$ cat config.mk
export PLATFORM = sky130hd
export DESIGN_NAME = instr_fetch_unit
export DESIGN_NICKNAME = d
export VERILOG_FILES = /design/src/rtl/instr_fetch_unit.sv
export SDC_FILE = /design/constraint.sdc
export NUM_CORES = 1
export LEC_CHECK = 0
export ABC_AREA = 0
export CAP_MARGIN = 20
export CORE_ASPECT_RATIO = 0.8
export CORE_MARGIN = 1.5
export CORE_UTILIZATION = 52
export CTS_CLUSTER_SIZE = 12
export DETAILED_ROUTE_END_ITERATION = 10
export DONT_BUFFER_PORTS = 1
export GPL_ROUTABILITY_DRIVEN = 0
export PLACE_DENSITY = 0.72
export SLEW_MARGIN = 20
export SYNTH_ARGS = -nofsm -noshare
export SYNTH_HDL_FRONTEND = slang
export SYNTH_SLANG_ARGS = --single-unit
export TNS_END_PERCENT = 10
$ cat constraint.sdc
create_clock -name clk -period 11.12 [get_ports clk]
set_input_delay 0.556 -clock clk [delete_from_list [all_inputs] [get_ports clk]]
set_output_delay 0.556 -clock clk [all_outputs]
set_load 0.05 [all_outputs]
$ cat src/rtl/instr_fetch_unit.sv
`default_nettype none
// ============================================================================
// Module   : instr_fetch_unit
// Brief    : PC register and fetch stage for CPU31. Drives the IMEM word
//            address and buffers fetched {instr, pc} pairs in a 2-entry queue
//            with a valid/ready handshake toward decode.
// Revision : 1.0 - initial release
// ============================================================================
module instr_fetch_unit #(
  parameter logic [31:0] PC_RESET = 32'h0040_0000,
  parameter int          AW       = 11
) (
  input  logic          clk,
  input  logic          rst,
  output logic [AW-1:0] im_addr,
  input  logic [31:0]   im_instr,
  input  logic          redirect_valid,
  input  logic [31:0]   redirect_pc,
  output logic          out_valid,
  input  logic          out_ready,
  output logic [31:0]   out_instr,
  output logic [31:0]   out_pc,
  output logic [31:0]   out_pc4
);

  localparam logic [1:0] c_full = 2'd2;

  logic [31:0] r_pc;
  logic [31:0] r_slot_instr [2];
  logic [31:0] r_slot_pc    [2];
  logic [1:0]  r_count;
  logic        r_head;

  logic        w_deq;
  logic        w_enq;
  logic        w_tail;
  logic [1:0]  w_unused_redirect_lsb;

  assign w_unused_redirect_lsb = redirect_pc[1:0];

  assign im_addr   = r_pc[AW+1:2];
  assign out_valid = (r_count != 2'd0);
  assign out_instr = r_slot_instr[r_head];
  assign out_pc    = r_slot_pc[r_head];
  assign out_pc4   = out_pc + 32'd4;

  assign w_deq  = out_valid & out_ready;
  // A full queue can still accept when the head leaves in the same cycle.
  assign w_enq  = ~redirect_valid & ((r_count != c_full) | w_deq);
  assign w_tail = r_head ^ r_count[0];

  always_ff @(posedge clk or posedge rst) begin
    if (rst) begin
      r_pc            <= PC_RESET;
      r_count         <= 2'd0;
      r_head          <= 1'b0;
      r_slot_instr[0] <= 32'd0;
      r_slot_instr[1] <= 32'd0;
      r_slot_pc[0]    <= 32'd0;
      r_slot_pc[1]    <= 32'd0;
    end else if (redirect_valid) begin
      // Any dequeue this cycle is still seen by decode; the entry is dropped.
      r_pc    <= {redirect_pc[31:2], 2'b00};
      r_count <= 2'd0;
    end else begin
      if (w_enq) begin
        r_slot_instr[w_tail] <= im_instr;
        r_slot_pc[w_tail]    <= r_pc;
        r_pc                 <= r_pc + 32'd4;
      end
      if (w_deq) begin
        r_head <= ~r_head;
      end
      r_count <= r_count + {1'b0, w_enq} - {1'b0, w_deq};
    end
  end

endmodule
`default_nettype wire

# Word-level counts from Yosys, hierarchy flattened
# Index checks and enable logic that the tools add are counted.
# W data, S select, Z words.
dict set report totals {
  reg_bits 163
  inputBits 68
  output_inout_bits 108
  elab_cells 41
}
dict set report op_classes {
  n_addsub 4
  order_cmp 3
  n_eq_ne 1
  muxes 13
  bitwise_logic 8
  reduce_logical 5
}
# operator n
set op_table {}
lappend op_table {{$mux W32} 9}
lappend op_table {{$bwmux W64} 2}
lappend op_table {{$add A32 B3 Y32 const B} 2}
lappend op_table {{$demux W32 S1} 1}
lappend op_table {{$ge A2 B2 Y1 const B} 2}
lappend op_table {{$not A1 Y2} 2}
lappend op_table {{$reduce_and A2 Y1} 2}
lappend op_table {{$reduce_bool A2 Y1} 2}
lappend op_table {{$add A2 B1 Y2} 1}
lappend op_table {{$and A1 B1 Y1} 2}
lappend op_table {{$lt A2 B1 Y1 const B} 1}
lappend op_table {{$mux W2} 1}
lappend op_table {{$ne A2 B2 Y1 const B} 1}
lappend op_table {{$not A1 Y1} 2}
lappend op_table {{$sub A2 B1 Y2} 1}
lappend op_table {{$logic_and A1 B1 Y1} 1}
lappend op_table {{$or A1 B1 Y1} 1}
lappend op_table {{$xor A1 B1 Y1} 1}

# Depth between registers and ports, before layout
# Gate-level depths: netlist of run 1.
dict set report logic_depth {
  word_depth 7
  depth_mapped 11
  mapped_depth_nobuf 7
}

# Worst setup path before layout of run 1
# OpenSTA, ideal clock, no wires.
dict set report synth_path {
  path_kind {reg-to-output}
  startpoint {register r_head}
  endpoint {output port out_pc4[26]}
  t_arrival_ps 4300
  setup_slack_ps 6264
  path_stages_with_launch 12
  path_buffers 5
  cell_sequence {dfrtp_1 buf_6 buf_6 buf_6 clkbuf_1 buf_2 mux2i_1 inv_1 ha_1 nand4_2 and4bb_2 xor2_1}
}
dict set report synth_via {
  elab_chain_len 5
}
# element line
set synth_rtl {}
lappend synth_rtl {{start, declared} 32} ;# logic r_head;
lappend synth_rtl {{start signal, assigned} 72} ;# r_head <= ~r_head;
lappend synth_rtl {{$not A1 Y2 (implied by the code)} 44} ;# assign out_pc = r_slot_pc[r_head];
lappend synth_rtl {{$mux W32 (implied by the code) (3 in series)} 44}
lappend synth_rtl {{named net out_pc[2]} 22} ;# output logic [31:0] out_pc,
lappend synth_rtl {{$add A32 B3 Y32} 45} ;# assign out_pc4 = out_pc + 32'd4;
lappend synth_rtl {{end, declared} 23} ;# output logic [31:0] out_pc4
# The timed path passes the listed nets, and every way through them passes these cells. The select of a mux whose other input is x is not followed.

# Worst setup path in the final report of run 1
# Ends and elaborated chain as after synthesis.

==> results.toml, run 1 <==
[global_routing]
grt_usage = 0.2271
grt_max_degree = 83
met1_usage = 0.3025
first_global_vias = 5340
overflow = 0
grt_first_pass_wirelength_um = 28460
busiest_layer = "met2"
antenna_found_initial = 0
grt_use_met3 = 0.05581
grt.met2_usage = 0.3560

[detailed_routing]
wl_per_cell_um = 20.23
drtAntennaViolNets = 0
dr_total_vias = 5160
drt_iter0_drc = 283
drc_errors = 0
drt_pass1_iterations = 5
wl_um = 17980
viasPerCell = 5.804

[synth]
synth_top_area_frac = 0.4796
synth_edf_count = 0
synth-seq-area-share = 0.4828
ys_warn_count = 0
post-synth-top-count-cell = "mux2_2"
ys_seq_elements = 157
netlist_top_cells_count = "mux2_2 (177), dfrtp_1 (156), nand2_1 (63), xnor2_1 (35), o21ai_0 (28)"
synth_top_cell_by_area = "dfrtp_1"
synth.distinct_cells = 52
netlist_area_um2 = 8140
synthCells = 684
synth.area.top_cells = "dfrtp_1 (48%), mux2_2 (24%), xnor2_1 (3.8%)"
syn_area_per_cell_um2 = 11.90
async_flop_share = 1.000
synth_flop_cell = "dfrtp_1"

[sta]
finalSetupTns_ns = 0
timing.final.crit_share = 0.4061
final_max_slew_viol_count = 0
setup_viol = 0
max-slew-margin-rel = 0.2350
finClkSkew_ns = 0.007244
worstMarginPinSlew_ns = 1.139
rsz0062_at_grt = "no"
finalHoldViolCount = 0
fmax_mhz = 221.5
layout_min_cycle_time_ns = 4.515

[clock_tree]
cts_hold_buf = 0
numCtsBuffers = 17
ctsHtreeMaxLevel = 4
clockBufferDepth = 2
cts.repair.resized = 0
cts_setup_buffers = 0
cts_sinks = 157
cts_tree = "yes"
clock_latency_ns = 0.43
clkTransAtPathRegs_ns = 0.06
root_buffer = "clkbuf_16"

[setup_path]
reg2reg_slack_ns = 7.61
cp.arrival_ns = 3.96
crit_path_end_kind = "output port"
timing.rr.start = "r_head"
crit_fanout = 40
cp.required_ns = 10.56
startpoint = "r_head"
r2r_cells = 5
crit_end = "out_pc4[26]"
cp-start-kind = "flip-flop"
worstReg2RegEnd = "r_slot_pc[23]"
path_class = "flip-flop to output port"

[layout]
fillers = 1234
n_antenna_cell = 0
syn_to_final_growth_pct = 8.546
nets = 738
drive_gt1_frac = 0.3505

[hold_path]
hp-class = "input pin to async pin"

[job]
drv_cap = 0

[placed_design]
place_hpwl_um = 12520
portBuffers = 0

[floorplanning]
die_h_um = 114.9
die-area_um2 = 16420
num_rows = 40
core_area_um2 = 15160
ios = 176
initial_core_util = 0.5368
die_w_um = 142.9

[status]
outcome = "completed"
## per-layer routing
metal | share of wire | up-vias
li1 | - | 2357
met4 | 0.024 | 0
met5 | 0 | -
met2 | 0.48 | 160
met1 | 0.44 | 2617
met3 | 0.058 | 26
## worst max-delay path, stage by stage (launching register included)
cell	delay, ns
dfrtp_4	0.72
mux2i_1	0.15
buf_4	0.22
inv_1	0.36
ha_1	0.42
nand4_2	0.42
and4bb_2	0.45
xor2_1	0.79
## metrics by stage
step / hold slack [ns] / setup WS [ns] / instance area [um^2] / cells / util
6_report: 0.1175 / 6.605 / 8836 / 889 / 0.5827
5_1_grt: 0.1789 / 6.470 / 8836 / 889 / 0.5827
4_1_cts: 0.1411 / 6.554 / 8828 / 889 / 0.5822
3_5_place_dp: 0.4918 / 7.014 / 8213 / 857 / 0.5416
3_3_place_gp: 0.4831 / 7.041 / 8213 / 857 / 0.5416
2_1_floorplan: 0.4750 / 6.264 / 8152 / 687 / -
## worst min path at each step
stage | endpoint | cells after the start | startpoint | slack, ns
final | r_slot_instr[9] | 1 | rst | 0.12
after global routing | r_slot_instr[9] | 1 | rst | 0.18
after CTS | r_slot_instr[9] | 1 | rst | 0.14
after detailed placement | r_slot_instr[62] | 1 | r_slot_instr[62] | 0.49
after global placement | r_slot_instr[21] | 1 | r_slot_instr[21] | 0.48
after floorplan | r_slot_instr[0] | 1 | r_slot_instr[0] | 0.47
## layout make-up
class                   instances  area (um^2)  area share
repair buffers                  8        60.06    0.006797
inverters                      14        57.56    0.006514
well taps                     210        262.8     0.02974
multi-input cells             468         3906      0.4421
clock buffers                  20        446.7     0.05055
clock inverters                12        168.9     0.01912
flip-flops and latches        157         3934      0.4452
## logic make-up after synthesis
| family | share of synthesized area |
|---|---|
| buf+inv | 0.04119 |
| compound gates | 0.02997 |
| other cells | 0.0004607 |
| mux | 0.2559 |
| xor+xnor | 0.06240 |
| fa+ha+maj | 0.006148 |
| flops | 0.4828 |
| simple gates | 0.1211 |
## state kept, by name, indices dropped and copies added (netlist names)
signal	flops
r_head	1
r_pc	30
r_slot_instr	64
r_slot_pc	60
r_count	2
## layout by cell type (no fill, tap or decap), types with 5 or more instances in the layout
cell | netlist | final
nand4_1 | 11 | 11
buf_4 | 15 | 8
and3_1 | 7 | 7
clkinv_2 | 0 | 5
xnor2_1 | 35 | 34
mux2_2 | 177 | 177
dfrtp_1 | 156 | 155
clkbuf_16 | 0 | 17
nor2_1 | 17 | 16
o21ai_0 | 28 | 28
nand3_1 | 25 | 25
mux2i_1 | 9 | 9
nand2_1 | 63 | 63
nor3_1 | 5 | 5
o21ai_1 | 5 | 5
inv_1 | 14 | 13
nand4b_1 | 5 | 5
xor2_1 | 23 | 23
Power of run 1 is left out: the tool's default activity adds up to more than one toggle a clock period on the data nets, which glitch-free logic cannot reach.
==> run 2, diff against run 1 <==
PLACE_DENSITY = 0.75   (was 0.72)
clock period = 3.9 ns   (was 11.12 ns; I/O delays follow)
==> results.toml, run 2 (synthesis results as in run 1) <==
[status]
outcome = "completed"

[detailed_routing]
wl_um = 18840
wl_per_cell_um = 19.20
drt_pass1_iterations = 5
dr_total_vias = 5532
drtAntennaViolNets = 0
drt_iter0_drc = 283
viasPerCell = 5.639
drc_errors = 0

[setup_path]
cp-start-kind = "flip-flop"
crit_path_end_kind = "output port"
crit_fanout = 39
critical_path_depth = 6
slowest_stage = "dfrtp_4"
critical-path-top-delay-family = "simple AND/OR/NAND/NOR gates"
cp.required_ns = 3.70
r2r_cells = 5
timing.rr.start = "r_head"
worstReg2RegEnd = "r_slot_pc[52]"
critPathBufInv = 1
cp.arrival_ns = 3.22
path_class = "flip-flop to output port"
crit_path_max_incr_delay_ns = 0.72
cp_cell_sequence = "mux2_2 > ha_1 > nand4_2 > and4bb_2 > xor2_1 > buf_4"
reg2reg_slack_ns = 1.01

[floorplanning]
initial_core_util = 0.5368
ios = 176
die_w_um = 142.9
num_rows = 40
die_h_um = 114.9
die-area_um2 = 16420
core_area_um2 = 15160

[sta]
final_max_slew_viol_count = 0
finClkSkew_ns = 0.006589
fmax_mhz = 292.4
rsz0062_at_grt = "no"
layout_min_cycle_time_ns = 3.419
finalSetupTns_ns = 0
hold_slack_ns = 0.1084
max-slew-margin-rel = 0.3045
timing.final.crit_share = 0.8768
worstMarginPinSlew_ns = 1.040
setup_viol = 0
finalHoldViolCount = 0

[clock_tree]
cts_setup_buffers = 0
cts_sinks = 157
clockBufferDepth = 2
cts_tree = "yes"
root_buffer = "clkbuf_16"
ctsHtreeMaxLevel = 4
numCtsBuffers = 17
clkTransAtPathRegs_ns = 0.06
clock_latency_ns = 0.41

[layout]
fin_cells = 981
mostFrequentLayoutCells = "mux2_2 (177), dfrtp_1 (155), nand2_1 (63), dlygate4sd3_1 (63), xnor2_1 (35)"
regMostFlops = "r_slot_instr"
layout_commonest_cell = "mux2_2"
largest_reg_flops = 64
fin_area_um2 = 9689
largestRegisters = "r_slot_instr (64), r_slot_pc (60), r_pc (30)"
syn_to_final_growth_pct = 19.03
fillers = 1157
drive_gt1_frac = 0.3481
nets = 829

[global_routing]
grt_usage = 0.2415
overflow = 0
grt_first_pass_wirelength_um = 30410
antenna_found_initial = 0
first_global_vias = 5707
grt_max_degree = 94

[hold_path]
holdPathEnd = "r_head"
hp-class = "input pin to flip-flop"
worstHoldStart = "out_ready"
whs_path_depth = 3

[placed_design]
placed_cells = 884
placed_area_um2 = 8443
portBuffers = 0
place_hpwl_um = 12740

[job]
drv_cap = 0
==> run 2: worst max path at each step <==
stage / startpoint / end / slack [ns]
after floorplan: r_head / out_pc4[26] / -0.23
after global placement: r_head / out_pc4[26] / 0.89
after detailed placement: r_head / out_pc4[26] / 0.89
after CTS: r_head / out_pc4[26] / 0.42
after global routing: r_head / out_pc4[26] / 0.32
final: r_head / out_pc4[26] / 0.48
==> run 2: stage by stage <==
stage          worst slack [ns]    util
3_5_place_dp             0.8872  0.5568
6_report                 0.4805  0.6389
3_3_place_gp             0.8883  0.5568
5_1_grt                  0.3193  0.6388
2_1_floorplan           -0.2281       -
4_1_cts                  0.4225  0.6388
==> run 2: area by class of cell <==
type / count / area [um^2] / area share
diodes: 1 / 2.502 / 0.0002583
clock buffers: 19 / 452.9 / 0.04675
clock inverters: 13 / 140.1 / 0.01446
inverters: 14 / 56.30 / 0.005811
multi-input cells: 468 / 3902 / 0.4028
flip-flops and latches: 157 / 3934 / 0.4060
well taps: 210 / 262.8 / 0.02712
repair buffers: 99 / 938.4 / 0.09685
==> run 2: repair_timing <==
action | in CTS | in global routing
hold endpoints to repair | 253 | 0
endpoints found under the setup margin | 0 | 0
hold buffers | 64 | 0
gates resized for setup | 0 | 0
==> run 2: metal layers <==
metal | GRT usage | up-vias | part of all wire
li1 | - | 2539 | -
met1 | 0.3184 | 2787 | 0.43
met2 | 0.4016 | 179 | 0.50
met3 | 0.05414 | 27 | 0.054
met4 | 0.07491 | 0 | 0.017
met5 | 0 | - | 0
==> run 2: worst min-delay path, cell delays in order <==
cell and delay, ns:
and2_1 0.14, nand2b_1 0.08, xnor2_1 0.06
Power of run 2 is left out for the same reason.
==> run 3, diff against run 2 <==
PLACE_DENSITY = 0.72   (was 0.75)
clock period = 3.7 ns   (was 3.9 ns; I/O delays follow)
==> results.toml, run 3 (synthesis results as in run 1) <==
[layout]
fin_util = 0.6384
mostFrequentLayoutCells = "mux2_2 (177), dfrtp_1 (155), nand2_1 (63), dlygate4sd3_1 (63), buf_4 (36)"
fin_cells = 982
fillers = 1173
n_antenna_cell = 0
largest_reg_flops = 64
layout_commonest_cell = "mux2_2"
nets = 831
regMostFlops = "r_slot_instr"
drive_gt1_frac = 0.3484
syn_to_final_growth_pct = 18.92
largestRegisters = "r_slot_instr (64), r_slot_pc (60), r_pc (30)"

[clock_tree]
numCtsBuffers = 17
cts.repair.resized = 0
root_buffer = "clkbuf_16"
clock_latency_ns = 0.42
cts_hold_buf = 64
ctsHtreeMaxLevel = 4
cts_setup_buffers = 0
clkTransAtPathRegs_ns = 0.06
cts_sinks = 157
cts_tree = "yes"
clockBufferDepth = 2

[hold_path]
worstHoldStart = "out_ready"
hp-class = "input pin to flip-flop"
whs_path_depth = 3
holdPathEnd = "r_head"

[setup_path]
r2r_cells = 6
cp.arrival_ns = 3.24
crit_path_end_kind = "output port"
path_class = "flip-flop to output port"
worstReg2RegEnd = "r_pc[20]"
reg2reg_slack_ns = 1.07
cp.required_ns = 3.51
cp-start-kind = "flip-flop"
crit_fanout = 36
timing.rr.start = "r_pc[3]"

[sta]
fmax_mhz = 291.7
max-slew-margin-rel = 0.2927
final_max_slew_viol_count = 0
finalHoldViolCount = 0
rsz0062_at_grt = "no"
timing.final.crit_share = 0.9264
finalSetupTns_ns = 0
hold_slack_ns = 0.09303
worstMarginPinSlew_ns = 1.059
setup_viol = 0
finClkSkew_ns = 0.007366
layout_min_cycle_time_ns = 3.428

[floorplanning]
core_area_um2 = 15160
num_rows = 40
initial_core_util = 0.5368
die_h_um = 114.9
die-area_um2 = 16420
die_w_um = 142.9
ios = 176

[detailed_routing]
drc_errors = 0
drtAntennaViolNets = 0
viasPerCell = 5.652
drt_iter0_drc = 320
wl_per_cell_um = 19.68
drt_pass1_iterations = 5
wl_um = 19330
dr_total_vias = 5550

[global_routing]
overflow = 0
grt_first_pass_wirelength_um = 30970
grt_usage = 0.2471
first_global_vias = 5860
grt_max_degree = 158
antenna_found_initial = 0

[placed_design]
place_hpwl_um = 12940
portBuffers = 0
placed_cells = 886

[job]
drv_cap = 0

[status]
outcome = "completed"
[run 3: cell types whose count changed in the layout (fill, tap and decap cells not counted), sizes merged]
cell      change
clkinvlp      +2
diode         -1
buf           +2
clkinv        -2
[run 3: area by class of cell]
class                      instances  area (um^2)  share of cell area
clock buffer                      19        442.9             0.04575
timing repair buffer             101        940.9             0.09720
clock inverter                    13        141.4             0.01461
inverter                          14        56.30            0.005816
tap                              210        262.8             0.02714
sequential                       157         3934              0.4064
multi-input combinational        468         3902              0.4031
[run 3: worst max-delay path by stage]
stage | endpoint | startpoint | slack [ns]
floorplan | out_pc4[26] | r_head | -0.42
global placement | out_pc4[31] | r_head | 0.76
detailed placement | out_pc4[29] | r_head | 0.71
CTS | out_pc4[29] | r_head | 0.26
global route | out_pc4[24] | r_head | 0.006
finish | out_pc4[31] | r_head | 0.27
[run 3: per-layer routing]
metal  GRT usage  part of all wire
met1      0.3225              0.44
met2      0.4036              0.49
met3     0.06747             0.054
met4     0.07973             0.018
met5           0                 0
[run 3: stage by stage]
step | cell area, um^2 | setup slack, ns
2_1_floorplan | 8159 | -0.4181
3_3_place_gp | 8446 | 0.7575
3_5_place_dp | 8446 | 0.7133
4_1_cts | 9681 | 0.2611
5_1_grt | 9681 | 0.006472
6_report | 9681 | 0.2722
[run 3: worst max-delay path: stages, from the launching register on]
cell and delay, ns:
dfrtp_4 0.72, buf_4 0.44, nand4_1 0.20, a211oi_2 0.49
nand3_1 0.24, nor3_1 0.29, xor2_1 0.18, buf_4 0.23
Power of run 3 is left out for the same reason.
